$ cat src/rtl/lenet_load_ctrl_if.sv
// Register-file / inference-core side signals of the LeNet load sequencer.
// The master modport is the register file plus core; the slave modport is the sequencer.
interface lenet_load_ctrl_if #(
    parameter int unsigned DATA_W  = 32,
    parameter int unsigned WADDR_W = 12,
    parameter int unsigned BADDR_W = 4,
    parameter int unsigned FADDR_W = 10,
    parameter int unsigned RES_W   = 4
);
    // Register-file controls and write stream
    logic               soft_rst;
    logic               run_en;
    logic [DATA_W-1:0]  wr_data;
    logic               weight_vld;
    logic               bias_vld;
    logic               fmap_vld;

    // Buffer write port
    logic [DATA_W-1:0]  mem_wdata;
    logic               weight_we;
    logic [WADDR_W-1:0] weight_addr;
    logic               bias_we;
    logic [BADDR_W-1:0] bias_addr;
    logic               fmap_we;
    logic [FADDR_W-1:0] fmap_addr;

    // Core handshake
    logic               core_start;
    logic               core_abort;
    logic               core_done;
    logic [RES_W-1:0]   core_result;

    // Status
    logic               done_flag;
    logic [RES_W-1:0]   result;
    logic               err_flag;
    logic [1:0]         state;

    modport master (
        output soft_rst, run_en, wr_data, weight_vld, bias_vld, fmap_vld,
        output core_done, core_result,
        input  mem_wdata, weight_we, weight_addr, bias_we, bias_addr, fmap_we, fmap_addr,
        input  core_start, core_abort, done_flag, result, err_flag, state
    );

    modport slave (
        input  soft_rst, run_en, wr_data, weight_vld, bias_vld, fmap_vld,
        input  core_done, core_result,
        output mem_wdata, weight_we, weight_addr, bias_we, bias_addr, fmap_we, fmap_addr,
        output core_start, core_abort, done_flag, result, err_flag, state
    );
endinterface

$ cat src/rtl/lenet_load_ctrl.sv
// Load sequencer for the LeNet core: steers streamed register writes into the weight,
// bias and feature-map buffers, starts the core once all are full, and captures the result.
module lenet_load_ctrl #(
    parameter int unsigned DATA_W   = 32,
    parameter int unsigned N_WEIGHT = 3220,
    parameter int unsigned N_BIAS   = 10,
    parameter int unsigned N_FMAP   = 784,
    parameter int unsigned WADDR_W  = 12,
    parameter int unsigned BADDR_W  = 4,
    parameter int unsigned FADDR_W  = 10,
    parameter int unsigned RES_W    = 4
) (
    input logic              s00_axi_aclk,
    input logic              s00_axi_aresetn,
    lenet_load_ctrl_if.slave bus
);

    typedef enum logic [1:0] {
        StIdle = 2'd0,
        StLoad = 2'd1,
        StRun  = 2'd2,
        StDone = 2'd3
    } state_e;

    // Counters are one bit wider than the address so they can hold N_* itself
    localparam logic [WADDR_W:0] WeightLimit = (WADDR_W + 1)'(N_WEIGHT);
    localparam logic [BADDR_W:0] BiasLimit   = (BADDR_W + 1)'(N_BIAS);
    localparam logic [FADDR_W:0] FmapLimit   = (FADDR_W + 1)'(N_FMAP);
    localparam logic [WADDR_W:0] WeightOne   = (WADDR_W + 1)'(1);
    localparam logic [BADDR_W:0] BiasOne     = (BADDR_W + 1)'(1);
    localparam logic [FADDR_W:0] FmapOne     = (FADDR_W + 1)'(1);

    state_e             state_q, state_d;
    logic [WADDR_W:0]   w_cnt_q, w_cnt_d;
    logic [BADDR_W:0]   b_cnt_q, b_cnt_d;
    logic [FADDR_W:0]   f_cnt_q, f_cnt_d;
    logic [DATA_W-1:0]  mem_wdata_q, mem_wdata_d;
    logic               weight_we_q, weight_we_d;
    logic [WADDR_W-1:0] weight_addr_q, weight_addr_d;
    logic               bias_we_q, bias_we_d;
    logic [BADDR_W-1:0] bias_addr_q, bias_addr_d;
    logic               fmap_we_q, fmap_we_d;
    logic [FADDR_W-1:0] fmap_addr_q, fmap_addr_d;
    logic               start_q, start_d;
    logic               abort_q, abort_d;
    logic               done_q, done_d;
    logic [RES_W-1:0]   result_q, result_d;
    logic               err_q, err_d;

    logic w_full, b_full, f_full, any_vld, multi_vld;

    assign w_full    = (w_cnt_q == WeightLimit);
    assign b_full    = (b_cnt_q == BiasLimit);
    assign f_full    = (f_cnt_q == FmapLimit);
    assign any_vld   = bus.weight_vld | bus.bias_vld | bus.fmap_vld;
    assign multi_vld = (bus.weight_vld & bus.bias_vld) | (bus.weight_vld & bus.fmap_vld) |
                       (bus.bias_vld & bus.fmap_vld);

    // Next-state, buffer steering and status update; soft reset overrides everything
    always_comb begin
        state_d       = state_q;
        w_cnt_d       = w_cnt_q;
        b_cnt_d       = b_cnt_q;
        f_cnt_d       = f_cnt_q;
        mem_wdata_d   = mem_wdata_q;
        weight_we_d   = 1'b0;
        weight_addr_d = weight_addr_q;
        bias_we_d     = 1'b0;
        bias_addr_d   = bias_addr_q;
        fmap_we_d     = 1'b0;
        fmap_addr_d   = fmap_addr_q;
        start_d       = 1'b0;
        abort_d       = 1'b0;
        done_d        = done_q;
        result_d      = result_q;
        err_d         = err_q;

        case (state_q)
            StIdle: begin
                w_cnt_d = '0;
                b_cnt_d = '0;
                f_cnt_d = '0;
                if (bus.run_en) state_d = StLoad;
            end
            StLoad: begin
                if (!bus.run_en) begin
                    state_d = StIdle;
                    w_cnt_d = '0;
                    b_cnt_d = '0;
                    f_cnt_d = '0;
                end else begin
                    // Only the highest-priority strobe is written; the rest are errors
                    if (multi_vld) err_d = 1'b1;
                    if (bus.weight_vld) begin
                        if (w_full) begin
                            err_d = 1'b1;
                        end else begin
                            weight_we_d   = 1'b1;
                            weight_addr_d = w_cnt_q[WADDR_W-1:0];
                            w_cnt_d       = w_cnt_q + WeightOne;
                            mem_wdata_d   = bus.wr_data;
                        end
                    end else if (bus.bias_vld) begin
                        if (b_full) begin
                            err_d = 1'b1;
                        end else begin
                            bias_we_d   = 1'b1;
                            bias_addr_d = b_cnt_q[BADDR_W-1:0];
                            b_cnt_d     = b_cnt_q + BiasOne;
                            mem_wdata_d = bus.wr_data;
                        end
                    end else if (bus.fmap_vld) begin
                        if (f_full) begin
                            err_d = 1'b1;
                        end else begin
                            fmap_we_d   = 1'b1;
                            fmap_addr_d = f_cnt_q[FADDR_W-1:0];
                            f_cnt_d     = f_cnt_q + FmapOne;
                            mem_wdata_d = bus.wr_data;
                        end
                    end
                    // Counters became full on the final write's edge, so start lands a cycle later
                    if (w_full && b_full && f_full) begin
                        start_d = 1'b1;
                        state_d = StRun;
                    end
                end
            end
            StRun: begin
                if (any_vld) err_d = 1'b1;
                if (!bus.run_en) begin
                    abort_d = 1'b1;
                    state_d = StIdle;
                    w_cnt_d = '0;
                    b_cnt_d = '0;
                    f_cnt_d = '0;
                end else if (bus.core_done) begin
                    result_d = bus.core_result;
                    done_d   = 1'b1;
                    state_d  = StDone;
                end
            end
            StDone: begin
                if (!bus.run_en) begin
                    done_d  = 1'b0;
                    state_d = StIdle;
                    w_cnt_d = '0;
                    b_cnt_d = '0;
                    f_cnt_d = '0;
                end
            end
            default: state_d = StIdle;
        endcase

        if (bus.soft_rst) begin
            state_d       = StIdle;
            w_cnt_d       = '0;
            b_cnt_d       = '0;
            f_cnt_d       = '0;
            mem_wdata_d   = '0;
            weight_we_d   = 1'b0;
            weight_addr_d = '0;
            bias_we_d     = 1'b0;
            bias_addr_d   = '0;
            fmap_we_d     = 1'b0;
            fmap_addr_d   = '0;
            start_d       = 1'b0;
            abort_d       = 1'b0;
            done_d        = 1'b0;
            result_d      = '0;
            err_d         = 1'b0;
        end
    end

    // State and output registers
    always_ff @(posedge s00_axi_aclk or negedge s00_axi_aresetn) begin
        if (!s00_axi_aresetn) begin
            state_q       <= StIdle;
            w_cnt_q       <= '0;
            b_cnt_q       <= '0;
            f_cnt_q       <= '0;
            mem_wdata_q   <= '0;
            weight_we_q   <= 1'b0;
            weight_addr_q <= '0;
            bias_we_q     <= 1'b0;
            bias_addr_q   <= '0;
            fmap_we_q     <= 1'b0;
            fmap_addr_q   <= '0;
            start_q       <= 1'b0;
            abort_q       <= 1'b0;
            done_q        <= 1'b0;
            result_q      <= '0;
            err_q         <= 1'b0;
        end else begin
            state_q       <= state_d;
            w_cnt_q       <= w_cnt_d;
            b_cnt_q       <= b_cnt_d;
            f_cnt_q       <= f_cnt_d;
            mem_wdata_q   <= mem_wdata_d;
            weight_we_q   <= weight_we_d;
            weight_addr_q <= weight_addr_d;
            bias_we_q     <= bias_we_d;
            bias_addr_q   <= bias_addr_d;
            fmap_we_q     <= fmap_we_d;
            fmap_addr_q   <= fmap_addr_d;
            start_q       <= start_d;
            abort_q       <= abort_d;
            done_q        <= done_d;
            result_q      <= result_d;
            err_q         <= err_d;
        end
    end

    assign bus.mem_wdata   = mem_wdata_q;
    assign bus.weight_we   = weight_we_q;
    assign bus.weight_addr = weight_addr_q;
    assign bus.bias_we     = bias_we_q;
    assign bus.bias_addr   = bias_addr_q;
    assign bus.fmap_we     = fmap_we_q;
    assign bus.fmap_addr   = fmap_addr_q;
    assign bus.core_start  = start_q;
    assign bus.core_abort  = abort_q;
    assign bus.done_flag   = done_q;
    assign bus.result      = result_q;
    assign bus.err_flag    = err_q;
    assign bus.state       = state_q;

endmodule

$ cat src/flat_wrapper.sv
// flat-port wrapper written by rule: the top's interface ports become plain ports
module lenet_load_ctrl_flat 
#(
    parameter int unsigned DATA_W   = 32,
    parameter int unsigned N_WEIGHT = 3220,
    parameter int unsigned N_BIAS   = 10,
    parameter int unsigned N_FMAP   = 784,
    parameter int unsigned WADDR_W  = 12,
    parameter int unsigned BADDR_W  = 4,
    parameter int unsigned FADDR_W  = 10,
    parameter int unsigned RES_W    = 4
)
  (s00_axi_aclk, s00_axi_aresetn, bus_soft_rst, bus_run_en, bus_wr_data, bus_weight_vld, bus_bias_vld, bus_fmap_vld, bus_core_done, bus_core_result, bus_mem_wdata, bus_weight_we, bus_weight_addr, bus_bias_we, bus_bias_addr, bus_fmap_we, bus_fmap_addr, bus_core_start, bus_core_abort, bus_done_flag, bus_result, bus_err_flag, bus_state);
  lenet_load_ctrl_if #(.DATA_W(DATA_W), .WADDR_W(WADDR_W), .BADDR_W(BADDR_W), .FADDR_W(FADDR_W), .RES_W(RES_W)) bus_i ();
  input logic s00_axi_aclk;
  input logic s00_axi_aresetn;
  input wire logic [$bits(bus_i.soft_rst)-1:0] bus_soft_rst;
  input wire logic [$bits(bus_i.run_en)-1:0] bus_run_en;
  input wire logic [$bits(bus_i.wr_data)-1:0] bus_wr_data;
  input wire logic [$bits(bus_i.weight_vld)-1:0] bus_weight_vld;
  input wire logic [$bits(bus_i.bias_vld)-1:0] bus_bias_vld;
  input wire logic [$bits(bus_i.fmap_vld)-1:0] bus_fmap_vld;
  input wire logic [$bits(bus_i.core_done)-1:0] bus_core_done;
  input wire logic [$bits(bus_i.core_result)-1:0] bus_core_result;
  output wire logic [$bits(bus_i.mem_wdata)-1:0] bus_mem_wdata;
  output wire logic [$bits(bus_i.weight_we)-1:0] bus_weight_we;
  output wire logic [$bits(bus_i.weight_addr)-1:0] bus_weight_addr;
  output wire logic [$bits(bus_i.bias_we)-1:0] bus_bias_we;
  output wire logic [$bits(bus_i.bias_addr)-1:0] bus_bias_addr;
  output wire logic [$bits(bus_i.fmap_we)-1:0] bus_fmap_we;
  output wire logic [$bits(bus_i.fmap_addr)-1:0] bus_fmap_addr;
  output wire logic [$bits(bus_i.core_start)-1:0] bus_core_start;
  output wire logic [$bits(bus_i.core_abort)-1:0] bus_core_abort;
  output wire logic [$bits(bus_i.done_flag)-1:0] bus_done_flag;
  output wire logic [$bits(bus_i.result)-1:0] bus_result;
  output wire logic [$bits(bus_i.err_flag)-1:0] bus_err_flag;
  output wire logic [$bits(bus_i.state)-1:0] bus_state;
  assign bus_i.soft_rst = bus_soft_rst;
  assign bus_i.run_en = bus_run_en;
  assign bus_i.wr_data = bus_wr_data;
  assign bus_i.weight_vld = bus_weight_vld;
  assign bus_i.bias_vld = bus_bias_vld;
  assign bus_i.fmap_vld = bus_fmap_vld;
  assign bus_i.core_done = bus_core_done;
  assign bus_i.core_result = bus_core_result;
  assign bus_mem_wdata = bus_i.mem_wdata;
  assign bus_weight_we = bus_i.weight_we;
  assign bus_weight_addr = bus_i.weight_addr;
  assign bus_bias_we = bus_i.bias_we;
  assign bus_bias_addr = bus_i.bias_addr;
  assign bus_fmap_we = bus_i.fmap_we;
  assign bus_fmap_addr = bus_i.fmap_addr;
  assign bus_core_start = bus_i.core_start;
  assign bus_core_abort = bus_i.core_abort;
  assign bus_done_flag = bus_i.done_flag;
  assign bus_result = bus_i.result;
  assign bus_err_flag = bus_i.err_flag;
  assign bus_state = bus_i.state;
  lenet_load_ctrl #(.DATA_W(DATA_W), .N_WEIGHT(N_WEIGHT), .N_BIAS(N_BIAS), .N_FMAP(N_FMAP), .WADDR_W(WADDR_W), .BADDR_W(BADDR_W), .FADDR_W(FADDR_W), .RES_W(RES_W)) u_core (.s00_axi_aclk(s00_axi_aclk), .s00_axi_aresetn(s00_axi_aresetn), .bus(bus_i));
endmodule
$ cat config.mk
export PLATFORM = sky130hd
export DESIGN_NAME = lenet_load_ctrl_flat
export DESIGN_NICKNAME = d
export VERILOG_FILES = /design/src/rtl/lenet_load_ctrl_if.sv /design/src/rtl/lenet_load_ctrl.sv /design/src/flat_wrapper.sv
export SDC_FILE = /design/constraint.sdc
export NUM_CORES = 1
export LEC_CHECK = 0
export ABC_AREA = 1
export ABC_CLOCK_PERIOD_IN_PS = 2100
export CORE_ASPECT_RATIO = 1.2
export CORE_MARGIN = 4
export CORE_UTILIZATION = 51
export DETAILED_ROUTE_END_ITERATION = 10
export HOLD_SLACK_MARGIN = 0.03
export PLACE_DENSITY_LB_ADDON = 0.12
export SLEW_MARGIN = 40
export SYNTH_ARGS = -nofsm -noshare
export SYNTH_HDL_FRONTEND = slang
export SYNTH_SLANG_ARGS = --single-unit
$ cat constraint.sdc
create_clock -name s00_axi_aclk -period 2.1 [get_ports s00_axi_aclk]
set_input_delay 0.42 -clock s00_axi_aclk [delete_from_list [all_inputs] [get_ports s00_axi_aclk]]
set_output_delay 0.42 -clock s00_axi_aclk [all_outputs]
set_load 0.005 [all_outputs]
Word-level counts from Yosys, hierarchy flattened
Index checks and enable logic that the tools add are counted.
{"block": "op_classes", "muxes": 101, "n_reduce_logical": 25, "bitwise_logic": 7, "addsub": 3, "eq_ne": 31}
{"operator": "32-bit 2-to-1 mux", "count": 9}
{"operator": "11-bit 2-to-1 mux", "count": 7}
{"operator": "10-bit 2-to-1 mux", "count": 7}
{"operator": "13-bit 2-to-1 mux", "count": 5}
{"operator": "12-bit 2-to-1 mux", "count": 5}
{"operator": "4-bit != test (second input constant)", "count": 11}
{"operator": "4-bit 2-to-1 mux", "count": 10}
{"operator": "1-bit 2-to-1 mux", "count": 39}
{"operator": "13-bit one-hot mux with 3 select lines", "count": 1}
{"operator": "11-bit one-hot mux with 3 select lines", "count": 1}
{"operator": "5-bit 2-to-1 mux", "count": 6}
{"operator": "3-bit != test (second input constant)", "count": 7}
{"operator": "4-bit AND reduction", "count": 4}
{"operator": "5-bit one-hot mux with 3 select lines", "count": 1}
{"operator": "2-bit 2-to-1 mux", "count": 7}
{"operator": "2-bit nonzero test", "count": 7}
{"operator": "13-bit by 1-bit adder with 13-bit output (second input constant)", "count": 1}
{"operator": "13-bit by 12-bit == test with 1-bit output (second input constant)", "count": 1}
{"operator": "6-bit AND reduction", "count": 2}
{"operator": "11-bit by 1-bit adder with 11-bit output (second input constant)", "count": 1}
{"operator": "11-bit by 10-bit == test with 1-bit output (second input constant)", "count": 1}
{"operator": "2-bit != test (second input constant)", "count": 5}
{"operator": "5-bit AND reduction", "count": 2}
{"operator": "3-bit AND reduction", "count": 3}
{"operator": "other kinds (15)", "count": 24}
{"block": "totals", "register_bits": 100, "output_inout_bits": 71, "wordCells": 183, "inputBits": 44}

Longest topological paths before layout
Gate-level depths: netlist (run 1).
{"block": "logic_depth", "depth_word": 11, "mapped_depth": 11, "depth_no_buf": 11}

Least setup slack after synthesis (run 1)
OpenSTA, ideal clock, no wires.
{"block": "synth_path", "path_kind": "register to register", "startpoint": "reg u_core.f_cnt_q[0]", "endpoint": "reg u_core.mem_wdata_q[0] (netlist: u_core.bus.mem_wdata[0])", "n_path_buf": 1, "t_arrival_ns": 1.481, "required_ns": 1.983, "path_slack_ns": 0.502, "path_stages_with_launch": 11, "setup_ns": 0.117, "period_less_slack_ns": 1.598, "cell_sequence": "dfrtp_1 > inv_1 > ha_1 > nand2_1 > nor2_1 > nand3_2 > a21oi_1 > nand2_2 > buf_2 > nand3b_1 > nand2_1"}
{"block": "synth_via", "elab_chain_cells": 3}
{"item": "start: declaration", "line_no": "lenet_load_ctrl.sv:36", "rtl": "logic [FADDR_W:0] f_cnt_q, f_cnt_d;"}
{"item": "start signal: assignment", "line_no": "lenet_load_ctrl.sv:198", "rtl": "f_cnt_q <= f_cnt_d;"}
{"item": "11-bit by 10-bit == test with 1-bit output", "line_no": "lenet_load_ctrl.sv:54", "rtl": "assign f_full = (f_cnt_q == FmapLimit);"}
{"item": "4-bit != test (no source line)"}
{"item": "6-bit AND reduction (no source line)"}
{"item": "end signal: assignment", "line_no": "lenet_load_ctrl.sv:199", "rtl": "mem_wdata_q <= mem_wdata_d;"}
{"item": "end: declaration", "line_no": "lenet_load_ctrl.sv:37", "rtl": "logic [DATA_W-1:0] mem_wdata_q, mem_wdata_d;"}
Every way passes these cells.
A chain may end at the register's enable or synchronous reset.

Final worst setup path (run 1)
{"block": "layout_path", "startpoint": "reg u_core.f_cnt_q[0]", "endpoint": "reg u_core.mem_wdata_q[25] (netlist: u_core.bus.mem_wdata[25])"}
The elaborated chain is that of the path after synthesis.

==> results of run 1 <==
## sequential cells by signal, indices dropped and copies added (netlist names)
| signal | flops |
|---|---|
| u_core.bus.result | 4 |
| u_core.bus.weight_we | 1 |
| u_core.bus.fmap_addr | 10 |
| u_core.bus.state | 2 |
| u_core.b_cnt_q | 5 |
| u_core.bus.err_flag | 1 |
| u_core.bus.core_start | 1 |
| u_core.f_cnt_q | 11 |
| u_core.bus.mem_wdata | 32 |
| u_core.bus.fmap_we | 1 |
| u_core.w_cnt_q | 13 |
| u_core.bus.done_flag | 1 |
| u_core.bus.bias_addr | 4 |
| u_core.bus.bias_we | 1 |
| u_core.bus.core_abort | 1 |
| u_core.bus.weight_addr | 12 |
## report_power, final
part	switching [mW]	leakage (nW)	internal [mW]	total [mW]
Sequential	0.104	1.35	2.07	2.18
Clock	0.695	0.153	1.08	1.77
Combinational	0.598	1.79	0.544	1.14
## layout make-up
class,instances,area share
Clock buffer,12,0.0348
Clock inverter,4,0.0103
Inverter,55,0.0295
Multi-Input combinational cell,499,0.346
Sequential cell,100,0.354
Tap cell,126,0.0223
Timing Repair Buffer,147,0.203
## metal layers
metal  GRT usage  wire length (um)
met5           0                 0
met2       0.389              6910
met4      0.0865               208
met1       0.307              5780
met3      0.0291               906
## metrics by stage
| stage | hold slack, ns | cell area, um^2 |
|---|---|---|
| floorplan | 0.124 | 5310 |
| global placement | 0.332 | 6740 |
| detailed placement | 0.341 | 6740 |
| CTS | 0.479 | 7070 |
| global route | 0.487 | 7080 |
| finish | 0.474 | 7080 |
## Yosys cell counts
library cell  count
o21ai_2          12
nor3_1            6
ha_1              6
nor3_4            2
nand2_4           4
nor2_2            5
xor2_1            1
buf_2             7
nand3_1          45
o21a_1            1
nor2_8            1
nand2_2           4
nor4_1            2
buf_6             6
clkbuf_1          6
nand4_1           7
inv_2             7
o211ai_1          2
a32oi_1           1
nand3b_1         33
nor2_1           63
o21ai_0          25
a21oi_1          19
buf_4             5
o31ai_1           1
inv_1            47
nand3_2           7
nor3_2            1
nor2_4            2
inv_4             1
nand2_1         247
or2_2             2
dfrtp_1         100
## tightest hold or removal path, delay by kind of cell, from the launching register on
kind | cells | cell delay, ns
and+or+nand+nor | 2 | 0.10
DFF | 1 | 0.34
## worst min-delay path by stage
stage / end / depth (start not counted)
final: u_core.bus.weight_addr[9] / 2
after CTS: u_core.bus.mem_wdata[19] / 2
after floorplan: u_core.b_cnt_q[0] / 0
after global routing: u_core.bus.mem_wdata[19] / 2
after global placement: u_core.bus.mem_wdata[15] / 1
after detailed placement: u_core.bus.mem_wdata[15] / 1
## logic make-up (layout without fill, tap and decap cells)
kind of cell | Yosys count | in the layout | share of synthesized area
flops | 100 | 100 | 0.471
xor+xnor | 1 | 1 | 0.00165
fa+ha+maj | 6 | 6 | 0.0141
simple gates | 431 | 431 | 0.375
compound gates | 61 | 61 | 0.0685
buf+inv | 79 | 218 | 0.0699
## what timing repair did
| item | 4_1_cts | 5_1_grt |
|---|---|---|
| hold endpoints to repair | 19 | 0 |
| buffers inserted | 0 | 0 |
| hold buffers | 1 | 0 |
| endpoints found under the setup margin | 0 | 10 |
| resized for setup | 0 | 2 |
==> metrics.txt, run 1 <==
vias 5003; maximum VDD drop 0.000369 V; Post-Synthesis Cells 678; CP Depth 10; placed insts 926; Inserted Clock Buffers 9; Clock Sinks 100; Worst setup endpoint u_core.bus.mem_wdata[25]; CTS tree yes; Worst slew margin 0.609; syn nets 728; Area Growth Syn to Fin 33.2%; post-synth top area cell dfrtp_1; final hold viol count 0; DRT antenna net count 0; Slew @ Worst Pin 0.585 ns; #FFs+latches synth 100; slowest stage cell, crit path dfrtp_1; Critical Path Max Stage Delay 0.39 ns; GP Congestion 0.869; critical-path cell list inv_1, ha_1, nand2_1, nor2_1, nand3_2, a21oi_1, nand2_2, buf_12, nand3b_1, nand2_1; first-pass detailed-route iteration total 5; R2R Setup Slk 0.21 ns; reg2reg start u_core.f_cnt_q[0]; Non-Filler Instances 943; vias in the first global route 4811; WP data required 2.33 ns; setup violators final 0; Final HPWL DP 10.1 mm; CP bufs+invs 2; Sequential Area 0.00250 mm^2; fin crit share 0.901; deepest clock path buffer count 2; Final WS setup 0.209 ns; Die Area 0.0121 mm^2; share of post-route cells with drive strength above 1 0.118; Final Routed Wirelength 13.8 mm; commonest non-fill, non-tap cell in the layout nand2_1; Total Power 5.09 mW; initial antenna violation count 0; final worst path period need 1.89 ns; Netlist cell types 33; core outline area 0.0101 mm^2; register area share after synthesis 0.471; Fin Clk Skew 0.00804 ns; FILL cells 819; first-pass GRT wire length 22.9 mm; Place WS -0.0597 ns; min-delay worst type flip-flop to flip-flop; Die W 101 um; CP Data Arrival Time 2.12 ns; worst r2r dst u_core.bus.mem_wdata[25]; power density cells 719 mW/mm^2; # DRC 0; total negative setup slack 0 ns; origin of the worst setup path u_core.f_cnt_q[0]; Worst-path clk slew 0.07 ns; area share of the largest cell type after synthesis 0.471; Port Buffer Count 114; Final Net Count 862; io pins 115; root buf cell clkbuf_16; r2r worst-path depth 10; H-tree depth 3; status complete, no violations; # diodes 0; CP delay by family, top simple AND/OR/NAND/NOR gates; CP Capture Type flip-flop; Cell Area, Synth 0.00531 mm^2; fin util 0.700; largest net degree at the start of global routing 43; Avg Vias per Cell 5.31; Worst path most repeated cell nand2_1; total track usage 0.233; Routed WL per cell 14.6 um; die height 120 um; GRT Residual Overflow 0; Clock Latency Late Sink 0.34 ns; most frequent cells in the layout nand2_1 (246), clkdlybuf4s50_1 (113), dfrtp_1 (100); crit path kind flip-flop to flip-flop; Site Rows 40; RSZ-0062 raised after global routing false; hold path start u_core.bus.weight_addr[9]; Starting Density 0.526; multi-input logic area 0.00245 mm^2; Slew Limit Fails 0; startpoint types flip-flop; Max-Cap Viols 0; drt first-iter violations 336; Max FO, Critical Path 32; post-synthesis area per instance 7.84 um^2; synth top area cells dfrtp_1 (47%), nand2_1 (17%), nand3b_1 (4.7%); Synthesis Warnings 0; static leakage 3.29 nW; fmax 529 MHz
No activity file was read; power rests on OpenSTA's default activity.
==> run 2, diff against run 1 <==
- CORE_MARGIN: 4 -> 5
- CORE_UTILIZATION: 51 -> 53
- CTS_BUF_LIST: unset -> sky130_fd_sc_hd__clkbuf_8
==> metrics.txt, run 2 (same netlist as run 1, synthesis figures left out) <==
CTS tree yes (unchanged); final hold viol count 0 (unchanged); share of post-route cells with drive strength above 1 0.113 (was 0.118); Sequential Area 0.00250 mm^2 (unchanged); GP Congestion 0.867 (was 0.869); first-pass GRT wire length 23.6 mm (was 22.9 mm); Slew @ Worst Pin 0.580 ns (was 0.585 ns); Final Routed Wirelength 14.2 mm (was 13.8 mm); Worst-path clk slew 0.10 ns (was 0.07 ns); io pins 115 (unchanged); Die Area 0.0121 mm^2 (about the same); fin crit share 0.900 (was 0.901); deepest clock path buffer count 2 (unchanged); most frequent cells in the layout nand2_1 (246), clkdlybuf4s50_1 (113), dfrtp_1 (100) (unchanged); first-pass detailed-route iteration total 5 (unchanged); FILL cells 814 (was 819); Area after DPL 0.00675 mm^2 (was 0.00674 mm^2); reg2reg start u_core.f_cnt_q[0] (unchanged); Inserted Clock Buffers 9 (unchanged); placed insts 922 (was 926); hold path start u_core.bus.weight_addr[6] (was u_core.bus.weight_addr[9]); Site Rows 40 (unchanged); Clock Latency Late Sink 0.38 ns (was 0.34 ns); Fin Clk Skew 0.0141 ns (was 0.00804 ns); Avg Vias per Cell 5.31 (about the same); die height 120 um (about the same); power density cells 646 mW/mm^2 (was 719 mW/mm^2); CP Data Arrival Time 2.16 ns (was 2.12 ns); crit path kind flip-flop to flip-flop (unchanged); commonest non-fill, non-tap cell in the layout nand2_1 (unchanged); GRT Residual Overflow 0 (unchanged); static leakage 3.24 nW (was 3.29 nW); Total Power 4.49 mW (was 5.09 mW); setup violators final 0 (unchanged); vias 4988 (was 5003); final worst path period need 1.89 ns (about the same); DRT antenna net count 0 (unchanged); largest net degree at the start of global routing 48 (was 43); Post-CTS Setup Inserts 0 (unchanged); Final HPWL DP 10.4 mm (was 10.1 mm); maximum VDD drop 0.000386 V (was 0.000369 V); Max-Cap Viols 0 (unchanged); # DRC 0 (unchanged); Starting Density 0.536 (was 0.526); Port Buffer Count 114 (unchanged); Slew Limit Fails 0 (unchanged); origin of the worst setup path u_core.f_cnt_q[0] (unchanged); RSZ-0062 raised after global routing false (unchanged); CP Capture Type flip-flop (unchanged); total track usage 0.241 (was 0.233); Area Growth Syn to Fin 30.7% (was 33.2%); status complete, no violations (unchanged); Final Net Count 858 (was 862); WP data required 2.37 ns (was 2.33 ns); worst hold slack 0.474 ns (about the same); Largest register FFs 32 (unchanged); fmax 529 MHz (about the same); H-tree depth 3 (unchanged); initial antenna violation count 0 (unchanged); Clock Sinks 100 (unchanged); Die W 101 um (about the same); Worst slew margin 0.613 (was 0.609); startpoint types flip-flop (unchanged); root buf cell clkbuf_8 (was clkbuf_16); Non-Filler Instances 939 (was 943); Routed WL per cell 15.1 um (was 14.6 um); drt first-iter violations 233 (was 336); core outline area 0.00991 mm^2 (was 0.0101 mm^2); multi-input logic area 0.00245 mm^2 (unchanged); # diodes 0 (unchanged); Design Area, Final 0.00695 mm^2 (was 0.00708 mm^2); vias in the first global route 5005 (was 4811); min-delay worst type flip-flop to flip-flop (unchanged); Max FO, Critical Path 32 (unchanged)
==> run 2: cell count changes in the layout (fill, tap and decap cells not counted), sizes merged <==
cell,delta
buf,-4
bufinv,-2
inv,+2
clkbuf,-1
clkinv,+1
==> run 2: worst paths after layout <==
| kind | endpoint | slack [ns] | cells after the start |
|---|---|---|---|
| worst max-delay path | u_core.bus.mem_wdata[7] | 0.21 | 10 |
| worst min-delay path | u_core.bus.weight_addr[6] | 0.47 | 2 |
| max in group asynchronous | u_core.w_cnt_q[12] | 0.84 | 3 |
| worst max register to register | u_core.bus.mem_wdata[7] | 0.21 | 10 |
| worst min register to register | u_core.bus.weight_addr[6] | 0.47 | 2 |
| min in group asynchronous | u_core.bus.mem_wdata[8] | 0.54 | 2 |
==> run 2: what timing repair did <==
item	CTS	global route
endpoints found under the hold margin	31	0
gates resized for setup	0	2
hold buffers	1	0
endpoints found under the setup margin	0	27
==> run 2: per-layer routing <==
layer	global-route usage	vias up	wire length (um)
li1	-	2425	-
met3	0.0262	32	796
met1	0.308	2371	5950
met2	0.405	160	7050
met5	0	-	0
met4	0.111	0	355
==> run 2: report_power, final <==
part / switching (mW) / internal, mW / total, mW
clock: 0.665 / 0.488 / 1.15
sequential: 0.101 / 2.07 / 2.17
combinational: 0.619 / 0.547 / 1.17
total: 1.38 / 3.10 / 4.49
==> run 2: cell type report <==
class,instances,share of cell area
clock inverter,5,0.00414
multi-input combinational,499,0.353
timing repair buffer,143,0.208
sequential,100,0.360
clock buffer,11,0.0218
tap,126,0.0227
inverter,55,0.0301
==> run 2: worst max-delay path, stage by stage, from the launching register on <==
cell      delay (ns)
dfrtp_1         0.42
inv_1           0.13
ha_1            0.19
nand2_1         0.07
nor2_1          0.11
nand3_2         0.14
a21oi_1         0.20
nand2_2         0.15
buf_12          0.20
nand3b_1        0.10
nand2_1         0.06
==> run 2: stage by stage <==
step                      setup TNS, ns  setup WS, ns  utilization
after global placement         -0.00427      -0.00427        0.681
final                                 0         0.211        0.701
after detailed placement        -0.0909       -0.0332        0.681
after global routing                  0        0.0458        0.701
after CTS                             0         0.153        0.700
after floorplan                       0         0.502            -
